`config.mk`:
```
export PLATFORM = sky130hd
export DESIGN_NAME = risc8_fetch
export DESIGN_NICKNAME = d
export VERILOG_FILES = /design/src/rtl/risc8_pkg.sv /design/src/rtl/risc8_fetch.sv
export SDC_FILE = /design/constraint.sdc
export NUM_CORES = 1
export LEC_CHECK = 0
export CAP_MARGIN = 10
export CORE_MARGIN = 8
export CORE_UTILIZATION = 42
export CTS_CLUSTER_DIAMETER = 100
export DETAILED_ROUTE_END_ITERATION = 7
export GPL_ROUTABILITY_DRIVEN = 0
export HOLD_SLACK_MARGIN = 0.08
export PLACE_DENSITY = 0.74
export RECOVER_POWER = 25
export SYNTH_ARGS = -nofsm -noshare
export SYNTH_HDL_FRONTEND = slang
export SYNTH_SLANG_ARGS = --single-unit
```
`constraint.sdc`:
```
create_clock -name clk -period 1.7 [get_ports clk]
set_input_delay 0.425 -clock clk [delete_from_list [all_inputs] [get_ports clk]]
set_output_delay 0.425 -clock clk [all_outputs]
set_load 0.05 [all_outputs]
```
`src/rtl/risc8_pkg.sv`:
```
// ============================================================================
// risc8_pkg : shared types and constants for the 8-bit RISC core
// Rev 1.0
// ============================================================================
`default_nettype none

package risc8_pkg;

  typedef logic [7:0] word_t;

  localparam int FETCH_MAX_IMM = 3;
  localparam int IMM_WIDTH     = 8 * FETCH_MAX_IMM;

  typedef enum logic [1:0] {
    S_IDLE  = 2'd0,
    S_FETCH = 2'd1,
    S_WAIT  = 2'd2,
    S_VALID = 2'd3
  } e_fetch_state;

endpackage

`default_nettype wire

```
`src/rtl/risc8_fetch.sv`:
```
// ============================================================================
// risc8_fetch : opcode + immediate fetch unit feeding the instruction decoder
// Rev 1.0
// ============================================================================
`default_nettype none

module risc8_fetch
  import risc8_pkg::*;
#(
  parameter int                  PC_WIDTH     = 16,
  parameter logic [PC_WIDTH-1:0] RESET_VECTOR = '0
) (
  input  logic                 clk,
  input  logic                 rst_n,
  output logic [PC_WIDTH-1:0]  pm_addr,
  output logic                 pm_rd,
  input  word_t                pm_data,
  output word_t                instr,
  input  logic [1:0]           isize,
  output logic [IMM_WIDTH-1:0] imm,
  output logic                 valid,
  input  logic                 ready,
  output logic [PC_WIDTH-1:0]  pc,
  output logic [PC_WIDTH-1:0]  pc_next,
  input  logic                 redirect,
  input  logic [PC_WIDTH-1:0]  redirect_pc
);

  e_fetch_state        state;
  logic [PC_WIDTH-1:0] fpc;
  logic [2:0]          cnt;
  logic                done;

  // isize is only trusted once the opcode has been latched (cnt >= 1).
  assign done    = (cnt != 3'd0) && (cnt > {1'b0, isize});

  assign pm_rd   = (state == S_FETCH) && !done;
  assign pm_addr = fpc;
  assign pc_next = fpc;

  always_ff @(posedge clk or negedge rst_n) begin
    if (!rst_n) begin
      state <= S_IDLE;
      fpc   <= RESET_VECTOR;
      cnt   <= 3'd0;
      instr <= '0;
      imm   <= '0;
      pc    <= RESET_VECTOR;
      valid <= 1'b0;
    end else if (redirect && (state != S_IDLE)) begin
      // Any read in flight is abandoned; architectural outputs stay untouched.
      fpc   <= redirect_pc;
      cnt   <= 3'd0;
      state <= S_FETCH;
      valid <= 1'b0;
    end else begin
      case (state)
        S_IDLE: begin
          state <= S_FETCH;
        end
        S_FETCH: begin
          if (done) begin
            state <= S_VALID;
            valid <= 1'b1;
          end else begin
            state <= S_WAIT;
          end
        end
        S_WAIT: begin
          if (cnt == 3'd0) begin
            instr <= pm_data;
            imm   <= '0;
            pc    <= fpc;
          end else begin
            case (cnt)
              3'd1:    imm[7:0]   <= pm_data;
              3'd2:    imm[15:8]  <= pm_data;
              3'd3:    imm[23:16] <= pm_data;
              default: ;
            endcase
          end
          fpc   <= fpc + PC_WIDTH'(1);
          cnt   <= cnt + 3'd1;
          state <= S_FETCH;
        end
        S_VALID: begin
          if (ready) begin
            cnt   <= 3'd0;
            state <= S_FETCH;
            valid <= 1'b0;
          end
        end
      endcase
    end
  end

endmodule

`default_nettype wire

```
==> run metrics, run 1 <==
leading area contributor after synthesis=dfrtp_1; htree depth=3; post-place setup slack=-509.5 ps; Post-Syn Area=3597 um^2; CTS tree=done; RSZ-0062 raised after global routing=true; Core Rows=33; Initial Util=43.56%; number of fillers in the final layout=609; root buf cell=clkbuf_8; Internal Power=6.218 mW; DRC viols=0; GRT Total Usage=17.76%; pwr dens=2033 nW/um^2; Sw Ratio=46.55%; Leakage=2.684 nW; PnR worst setup slack=-384.2 ps; Slew Limit Headroom=49.03%; DR iter-0 viols=169; Sw Pwr=5.415 mW; CP endpoint kind=output pin; DIE WIDTH=108.5 um; Peak VDD IR=1169 uV; Cell variety after synth=50; global-route wire length before repair=16490 um; dpl hpwl=7752 um; initial antenna violation count=0; cells after synthesis=295; Post-synth EDFFs=0; CTS clk-pin slew, worst paths=80 ps; largest net degree at the start of global routing=31; via count=2969; Antenna diodes=0; WL/cell=18.54 um; sequential fraction of the synthesis area=48.70%; worst path bufs/invs=1; fraction of layout cells with a size suffix above 1=54.41%; FF+latch count, synth=70; Slew Viols, Final=0; ys flop type=dfrtp_1; cells taking the most area after synthesis=dfrtp_1, mux2_2, mux2_4; core area=8258 um^2; clk sink count=70; Final Cell Area=5723 um^2; critical path's slowest cell=dfrtp_2; CTS Buffer Depth=2; hold violation total from the final report=0; Worst path max stage delay=450 ps; Least-Margin Pin Slew=764.5 ps; Worst path top cell family by delay=flip-flops; Worst Path Arrival=1660 ps; Synth top area share=48.70%; WP data required=1270 ps; Area Overhead vs Synth=59.10%; Num CTS Buffers=9; Boundary Pins=112; Async S/R FF share, synth=100.0%; final period utilization=122.6%; Antenna Nets Post-Route=0; Clk pwr share=12.8%; router iterations before antenna repair=4; Combinational Power Share=63.5%; # setup viols final=1; Layout Skew=6.317 ps; DP Area=5390 um^2; Crit Path Max Fanout=3; Port Buf Inserts=111; Final #Nets=487; syn avg cell area=12.19 um^2; Clk Latency, worst-skew pair=340 ps; Via density=5.311; worst path cell trace=ha_4 -> nor2b_4 -> o21ai_2 -> and3_4 -> buf_12; WL final=10370 um; vias in the first global route=3164; Ys Warns=0; status=finished with violations; minimum clock period=2084 ps; Die H=108.5 um; Sequential Power Share=23.7%; syn_nets=333; die area=11780 um^2; worst setup path category=register to output pin; FMAX=479.8 MHz; failing checks=negative setup slack; MaxCap Viol Count=0; startpoint types=register; GRT overflow=0; worst hold path class=register to register
## power groups by stage
stage / Sequential, mW / Clock (mW) / Combinational (mW)
CTS: 2.76 / 1.53 / 7.37
floorplan: 4.83 / 0 / 2.25
global placement: 2.75 / 0 / 7.22
detailed placement: 2.78 / 0 / 7.31
global route: 2.84 / 1.60 / 7.69
finish: 2.75 / 1.49 / 7.39
## synth_stat cells (2+ instances only)
cell type	n
a211oi_1	4
a21oi_1	16
a22oi_1	3
a311o_1	2
a31oi_1	2
and2_1	9
and3_1	2
and4_1	2
buf_2	6
buf_4	16
buf_6	3
clkbuf_1	2
clkinv_1	2
dfrtp_1	70
ha_1	8
inv_1	5
mux2_2	29
mux2_4	20
mux2i_1	2
nand2_1	16
nand2_2	2
nand2b_1	3
nand3_1	5
nand3_4	2
nand4_1	3
nor2_1	15
nor2b_1	3
nor3_1	2
nor3_4	2
o21ai_0	9
o22ai_1	5
o32ai_1	7
## registers in the layout, summed over array words and instances (netlist names)
register and flops:
instr 8, imm 24, valid 1, pc_next 16
pc 16, cnt 3, state 2
## metal layers
metal	up-vias	part of all wire (%)	global-route usage [%]
met5	-	0	0
met4	0	1.7	7.331
met3	13	6.7	3.093
met2	115	50	29.34
met1	1464	41	22.52
li1	1377	-	-
## worst register-to-register path, delay by kind of cell, from the launching register on
family / cells / cell delay, ps
fa+ha+maj: 2 / 360
buf+inv: 1 / 160
flops: 1 / 450
simple gates: 2 / 260
mux: 1 / 340
## final cells by class
cell class	instances	area, um^2	area share (%)
repair buffers	170	1838	32.12
flip-flops and latches	70	1772	30.96
multi-input cells	191	1733	30.28
well taps	105	131.4	2.296
clock buffers	9	123.9	2.164
clock inverters	7	98.84	1.727
inverters	7	26.28	0.4591
## layout by cell type, fill, tap and decap left out, types with 4 or more instances in the layout
| master | synthesis | layout |
|---|---|---|
| buf_4 | 16 | 99 |
| dfrtp_1 | 70 | 54 |
| buf_12 | 0 | 39 |
| mux2_2 | 29 | 28 |
| clkdlybuf4s50_1 | 0 | 25 |
| mux2_4 | 20 | 21 |
| nand2_1 | 16 | 16 |
| dfrtp_2 | 0 | 16 |
| a21oi_1 | 16 | 15 |
| nor2_1 | 15 | 14 |
| and2_1 | 9 | 9 |
| clkbuf_8 | 0 | 9 |
| o21ai_0 | 9 | 8 |
| o32ai_1 | 7 | 7 |
| o22ai_1 | 5 | 5 |
| ha_1 | 8 | 5 |
| a211oi_1 | 4 | 4 |
| nand3_1 | 5 | 4 |
## stage by stage
step	util [%]	power [mW]	cells	setup TNS (ps)	hold WS, ps
global placement	65.27	9.967	538	-24700	383.3
floorplan	-	7.081	295	-37.05	129.4
CTS	68.53	11.66	557	-362.4	513.7
finish	69.30	11.63	559	-384.2	509.4
detailed placement	65.27	10.09	538	-27680	383.5
global route	69.30	12.13	559	-751.7	528.1
## cell families (layout without fill, tap and decap cells)
logic type,count (synthesis),in the layout,synth area share (%)
buf+inv,34,193,6.052
mux,51,51,17.98
flops,70,70,48.70
simple gates,70,70,12.49
fa+ha+maj,8,8,2.783
compound gates,62,62,12.00
## path summary, 6_finish.rpt
check                             start       to  slack (ps)  cells after the start
worst max-delay path             cnt[1]    pm_rd        -380                      5
worst min-delay path            imm[13]  imm[13]         510                      1
worst max register to register   cnt[1]  imm[16]          30                      6
worst min register to register  imm[13]  imm[13]         510                      1
max in group asynchronous         rst_n   cnt[1]         250                      3
min in group asynchronous         rst_n    pc[2]         700                      2
## what timing repair did
item | in CTS | in global routing
setup endpoints to repair | 62 | 9
pin swaps | 6 | 5
setup buffers | 2 | 2
hold buffers | 1 | 0
gates resized for setup | 11 | 10
endpoints found under the hold margin | 27 | 0
(Power assumes the default switching activity.)
==> run 2: changes to the inputs <==
--- a/config.mk
+++ b/config.mk
@@ -6,7 +6,7 @@
 export NUM_CORES = 1
 export LEC_CHECK = 0
 export CAP_MARGIN = 10
-export CORE_MARGIN = 8
+export CORE_MARGIN = 4
 export CORE_UTILIZATION = 42
 export CTS_CLUSTER_DIAMETER = 100
 export DETAILED_ROUTE_END_ITERATION = 7
==> run metrics, run 2 (synthesis results as in run 1) <==
status=finished with violations; failing checks=negative setup slack; total power=11.67 mW; fraction of layout cells with a size suffix above 1=54.61%; die area=10110 um^2; via count=3044; hold violation total from the final report=0; CTS clk-pin slew, worst paths=70 ps; Final Cell Area=5798 um^2; minimum clock period=2050 ps; WP data required=1270 ps; Crit Path Max Fanout=3; router iterations before antenna repair=4; # setup viols final=9; Clk Latency, worst-skew pair=350 ps; Port Buf Inserts=111; Inst Count DP=537; Worst Path Arrival=1630 ps; GRT overflow=0; FMAX=487.8 MHz; Core Rows=33; CTS Buffer Depth=2; DP Area=5383 um^2; final hold slack=507.4 ps; PnR worst setup slack=-350.1 ps; htree depth=3; Peak VDD IR=1249 uV; Final Non-Filler Cells=562; core area=8258 um^2; CTS tree=done; Final #Nets=489; global-route wire length before repair=16200 um; most common cell after layout, fill and taps aside=buf_4; Area Overhead vs Synth=61.18%; Slew Viols, Final=0; WL final=10040 um; WL/cell=17.87 um; number of fillers in the final layout=592; vias in the first global route=3189; MaxCap Viol Count=0; dpl hpwl=7523 um; Via density=5.416; Antenna Nets Post-Route=0; Slew Limit Headroom=58.94%; clk sink count=70; Die H=100.5 um; Initial Util=43.56%; root buf cell=clkbuf_8; DRC viols=0; Num CTS Buffers=9; pwr dens=2013 nW/um^2; commonest cells after routing, fill and taps aside=buf_4, dfrtp_1, buf_12; Least-Margin Pin Slew=615.9 ps; Largest register FFs=24; worst setup path category=register to output pin; largest net degree at the start of global routing=26; worst hold path class=register to register; DIE WIDTH=100.5 um; Boundary Pins=112; GRT Total Usage=20.28%; CP endpoint kind=output pin; DR iter-0 viols=123; startpoint types=register; Layout Skew=8.140 ps; final period utilization=120.6%; Most flops, register=imm; Leakage=2.711 nW; RSZ-0062 raised after global routing=true; initial antenna violation count=1
[run 2: changes by cell type in the layout (fill, tap and decap cells not counted), moves of 2 or more]
cell	delta
mux2_2	-8
mux2_4	+8
buf_4	-5
buf_6	+4
clkinv_4	-2
[run 2: final cells by class]
cell class / instances / area (um^2) / share of cell area, %
Clock inverter: 7 / 97.59 / 1.683
Antenna cell: 1 / 2.502 / 0.04316
Tap cell: 105 / 131.4 / 2.266
Clock buffer: 9 / 123.9 / 2.136
Sequential cell: 70 / 1770 / 30.54
Timing Repair Buffer: 172 / 1878 / 32.39
Multi-Input combinational cell: 191 / 1768 / 30.49
Inverter: 7 / 26.28 / 0.4532
[run 2: what timing repair did]
| item | in CTS | in global routing |
|---|---|---|
| hold buffers | 1 | 0 |
| gates resized for setup | 12 | 22 |
| endpoints found under the hold margin | 21 | 0 |
| buffers inserted | 5 | 5 |
| pin swaps | 5 | 4 |
| cloned | 0 | 0 |
| endpoints found under the setup margin | 55 | 35 |
[run 2: metal layers]
layer / track usage (%) / wire length, um / vias up
met1: 26.88 / 4067 / 1517
li1: - / - / 1376
met5: 0 / 0 / -
met4: 9.326 / 333 / 0
met2: 33.03 / 5123 / 124
met3: 2.768 / 517 / 27
[run 2: final timing paths]
kind                          from    endpoint  slack [ps]  cells after the start
min in group asynchronous    rst_n       pc[3]         620                      2
max in group asynchronous    rst_n  pc_next[5]         220                      3
hold reg to reg            imm[22]     imm[22]         510                      1
hold / removal             imm[22]     imm[22]         510                      1
setup / recovery            cnt[0]       pm_rd        -350                      6
setup reg to reg            cnt[0]     imm[11]        -230                     11
[run 2: stage by stage]
stage / TNS [ps] / worst slack [ps] / util, %
CTS: -811.2 / -382.1 / 68.85
global placement: -23980 / -497.1 / 65.18
global route: -2778 / -410.0 / 70.21
floorplan: -37.05 / -37.05 / -
detailed placement: -25670 / -533.7 / 65.18
finish: -2172 / -350.1 / 70.21
[run 2: power by group]
group | leakage, nW | internal [mW] | switching, mW | total (mW)
clock network | 0.106 | 0.830 | 0.658 | 1.49
registers | 0.873 | 2.29 | 0.478 | 2.77
logic | 1.73 | 3.14 | 4.27 | 7.42
total | 2.71 | 6.26 | 5.41 | 11.7
[run 2: critical path, stage by stage (launching register included)]
cell and delay [ps]:
dfrtp_1 390, inv_2 130, ha_4 220, a21oi_2 140, o21ai_2 70, and3_4 190, buf_12 140
==> RTL edit (config.mk and constraints of run 1) <==
Change the parameter `PC_WIDTH` from 16 to 12.
--- a/src/rtl/risc8_fetch.sv
+++ b/src/rtl/risc8_fetch.sv
@@ -9,3 +9,3 @@
 #(
-  parameter int                  PC_WIDTH     = 16,
+  parameter int                  PC_WIDTH     = 12,
   parameter logic [PC_WIDTH-1:0] RESET_VECTOR = '0
Interface: changed (resized pc, pc_next, pm_addr and redirect_pc); port bits go from 112 to 96. The function was not compared with the original's and may differ.
==> RTL edit against run 1 <==
- the run still ends with negative setup slack left
- critical path depth is the same
- sequential cell count down 8
- worst setup slack better by 39 ps
- total power fell by 18%
- maximum frequency up 1.9%
- area after synthesis is 13% lower
- final area is 15% lower
- clock power decreased by 3%
- wire length shrank 17%
- first-iteration DRC count down 6.5%
- non-clock buffer count fell by 35
- register-to-register slack better by 30 ps
- critical path type unchanged
==> RTL edit: results (changes against run 1) <==
| Metric | Value |
|---|---|
| Root buf cell | `clkbuf_8` |
| Post-route setup TNS | `-346 ps (+38.7 ps)` |
| Antenna Cells | `0 (unchanged)` |
| Worst hold path type | `in2async` |
| Nets | `423 (-13%)` |
| Clock slew at reported path FFs | `~70 ps` |
| Crit Path Max Fanout | `3 (unchanged)` |
| Layout cells sized above 1 | `51.5% (-2.9 points)` |
| Total Routing Usage GR | `17.2% (-0.53 points)` |
| Post-DP HPWL | `6480 µm (-16%)` |
| Largest net degree at the start of global routing | `63 (+100%)` |
| Max rail drop VDD | `1.11 mV (-4.7%)` |
| Via count | `2567 (-14%)` |
| Clock skew | `6.32 ps (+0.00128 ps)` |
| Fillers | `557 (-8.5%)` |
| Clk_lat worst skew | `340 ps (about the same)` |
| Dpl ws | `-556 ps (-46.1 ps)` |
| Syn. warnings | `0 (unchanged)` |
| Final WS setup | `-346 ps (+38.7 ps)` |
| Worst slew pin tran | `1370 ps (+609 ps)` |
| Placed cell areas | `4590 µm² (-15%)` |
| Final Hold Vio Count | `0 (unchanged)` |
| Syn Nets | `299 (-10%)` |
| Gate Count Post-Synth | `265 (-10%)` |
| Largest stage delay, worst path | `440 ps` |
| Antenna violations before repair | `0 (unchanged)` |
| Non-filler instance count after layout | `493 (-12%)` |
| Largest cells by area after synthesis | `dfrtp_1, mux2_2, mux2_4` |
| Critical path arrival | `1620 ps (-40 ps)` |
| EDFF count, synth | `0 (unchanged)` |
| Failing checks | `negative setup slack` |
| Max FFs per register | `24 (unchanged)` |
| # setup viols final | `1 (unchanged)` |
| Synth Flop Type | `dfrtp_1` |
| Synth cell types | `47 (-6.0%)` |
| Global-route wire length before repair | `13900 µm (-15%)` |
| Post-synthesis sequential area ratio | `49.3% (+0.65 points)` |
| Wire per inst | `17.4 µm (-6.4%)` |
| CP max stage cell | `dfrtp_2` |
| R2r worst-path depth | `7 (+1)` |
| Vias in the first global route | `2715 (-14%)` |
| Post-synth top cells | `dfrtp_1, mux2_2, nand2_1` |
| Port bufs | `95 (-14%)` |
| Dpl cells | `475 (-12%)` |
| Total CTS buffers | `9 (unchanged)` |
| Asr flop ratio synth | `100% (unchanged)` |
| CP top delay family | `flip-flops` |
| Status | `finished with violations` |
| H-tree Lvls | `3 (unchanged)` |
| Leakage | `0.00229 µW (-15%)` |
| Max Root-Sink Buffers | `2 (unchanged)` |
| Starting DRT DRC Count | `158 (-6.5%)` |
## RTL edit: final timing paths
check / from / to / slack [ps]
setup / recovery: cnt[1]$_DFFE_PN0P_ / pm_rd / -350
hold / removal: rst_n / pc[11]$_DFFE_PN0P_ / 460
setup reg to reg: cnt[1]$_DFFE_PN0P_ / imm[17]$_DFFE_PN0P_ / 60
hold reg to reg: imm[22]$_DFFE_PN0P_ / imm[22]$_DFFE_PN0P_ / 510
max in group asynchronous: rst_n / pc_next[3]$_DFFE_PN0P_ / 270
min in group clk: imm[22]$_DFFE_PN0P_ / imm[22]$_DFFE_PN0P_ / 510
## RTL edit: final cells by class
class                      instances  area (µm²)  area share (%)
sequential                        62        1560            32.0
multi-input combinational        174        1490            30.5
timing repair buffer             135        1460            29.9
clock buffer                       9         124            2.54
tap                               99         124            2.54
clock inverter                     7        97.6            2.00
inverter                           7        26.3           0.539
## RTL edit: layer usage
metal  GRT usage, %  wire length, µm  part of all wire (%)
met4           9.48              212                   2.5
met5              0                0                     0
met3           3.58              509                   5.9
met1           20.7             3500                    41
met2           28.3             4340                    51
## RTL edit: timing repair
item / 4_1_cts / 5_1_grt
gates resized for setup: 13 / 10
setup buffers: 2 / 1
pin swaps: 5 / 3
endpoints found under the setup margin: 20 / 38
## RTL edit: kinds of logic after synthesis
kind of cell,count (synthesis),synth area share [%]
mux,39,15.8
buf+inv,29,5.89
simple gates,74,14.0
compound gates,53,11.8
flops,62,49.3
fa+ha+maj,8,3.18
## RTL edit: power by group
| group | switching, µW | leakage (µW) | internal (µW) |
|---|---|---|---|
| clock | 616 | 0.000106 | 829 |
| combinational | 3310 | 0.00139 | 2380 |
| sequential | 407 | 0.000789 | 1960 |
| total | 4330 | 0.00229 | 5170 |
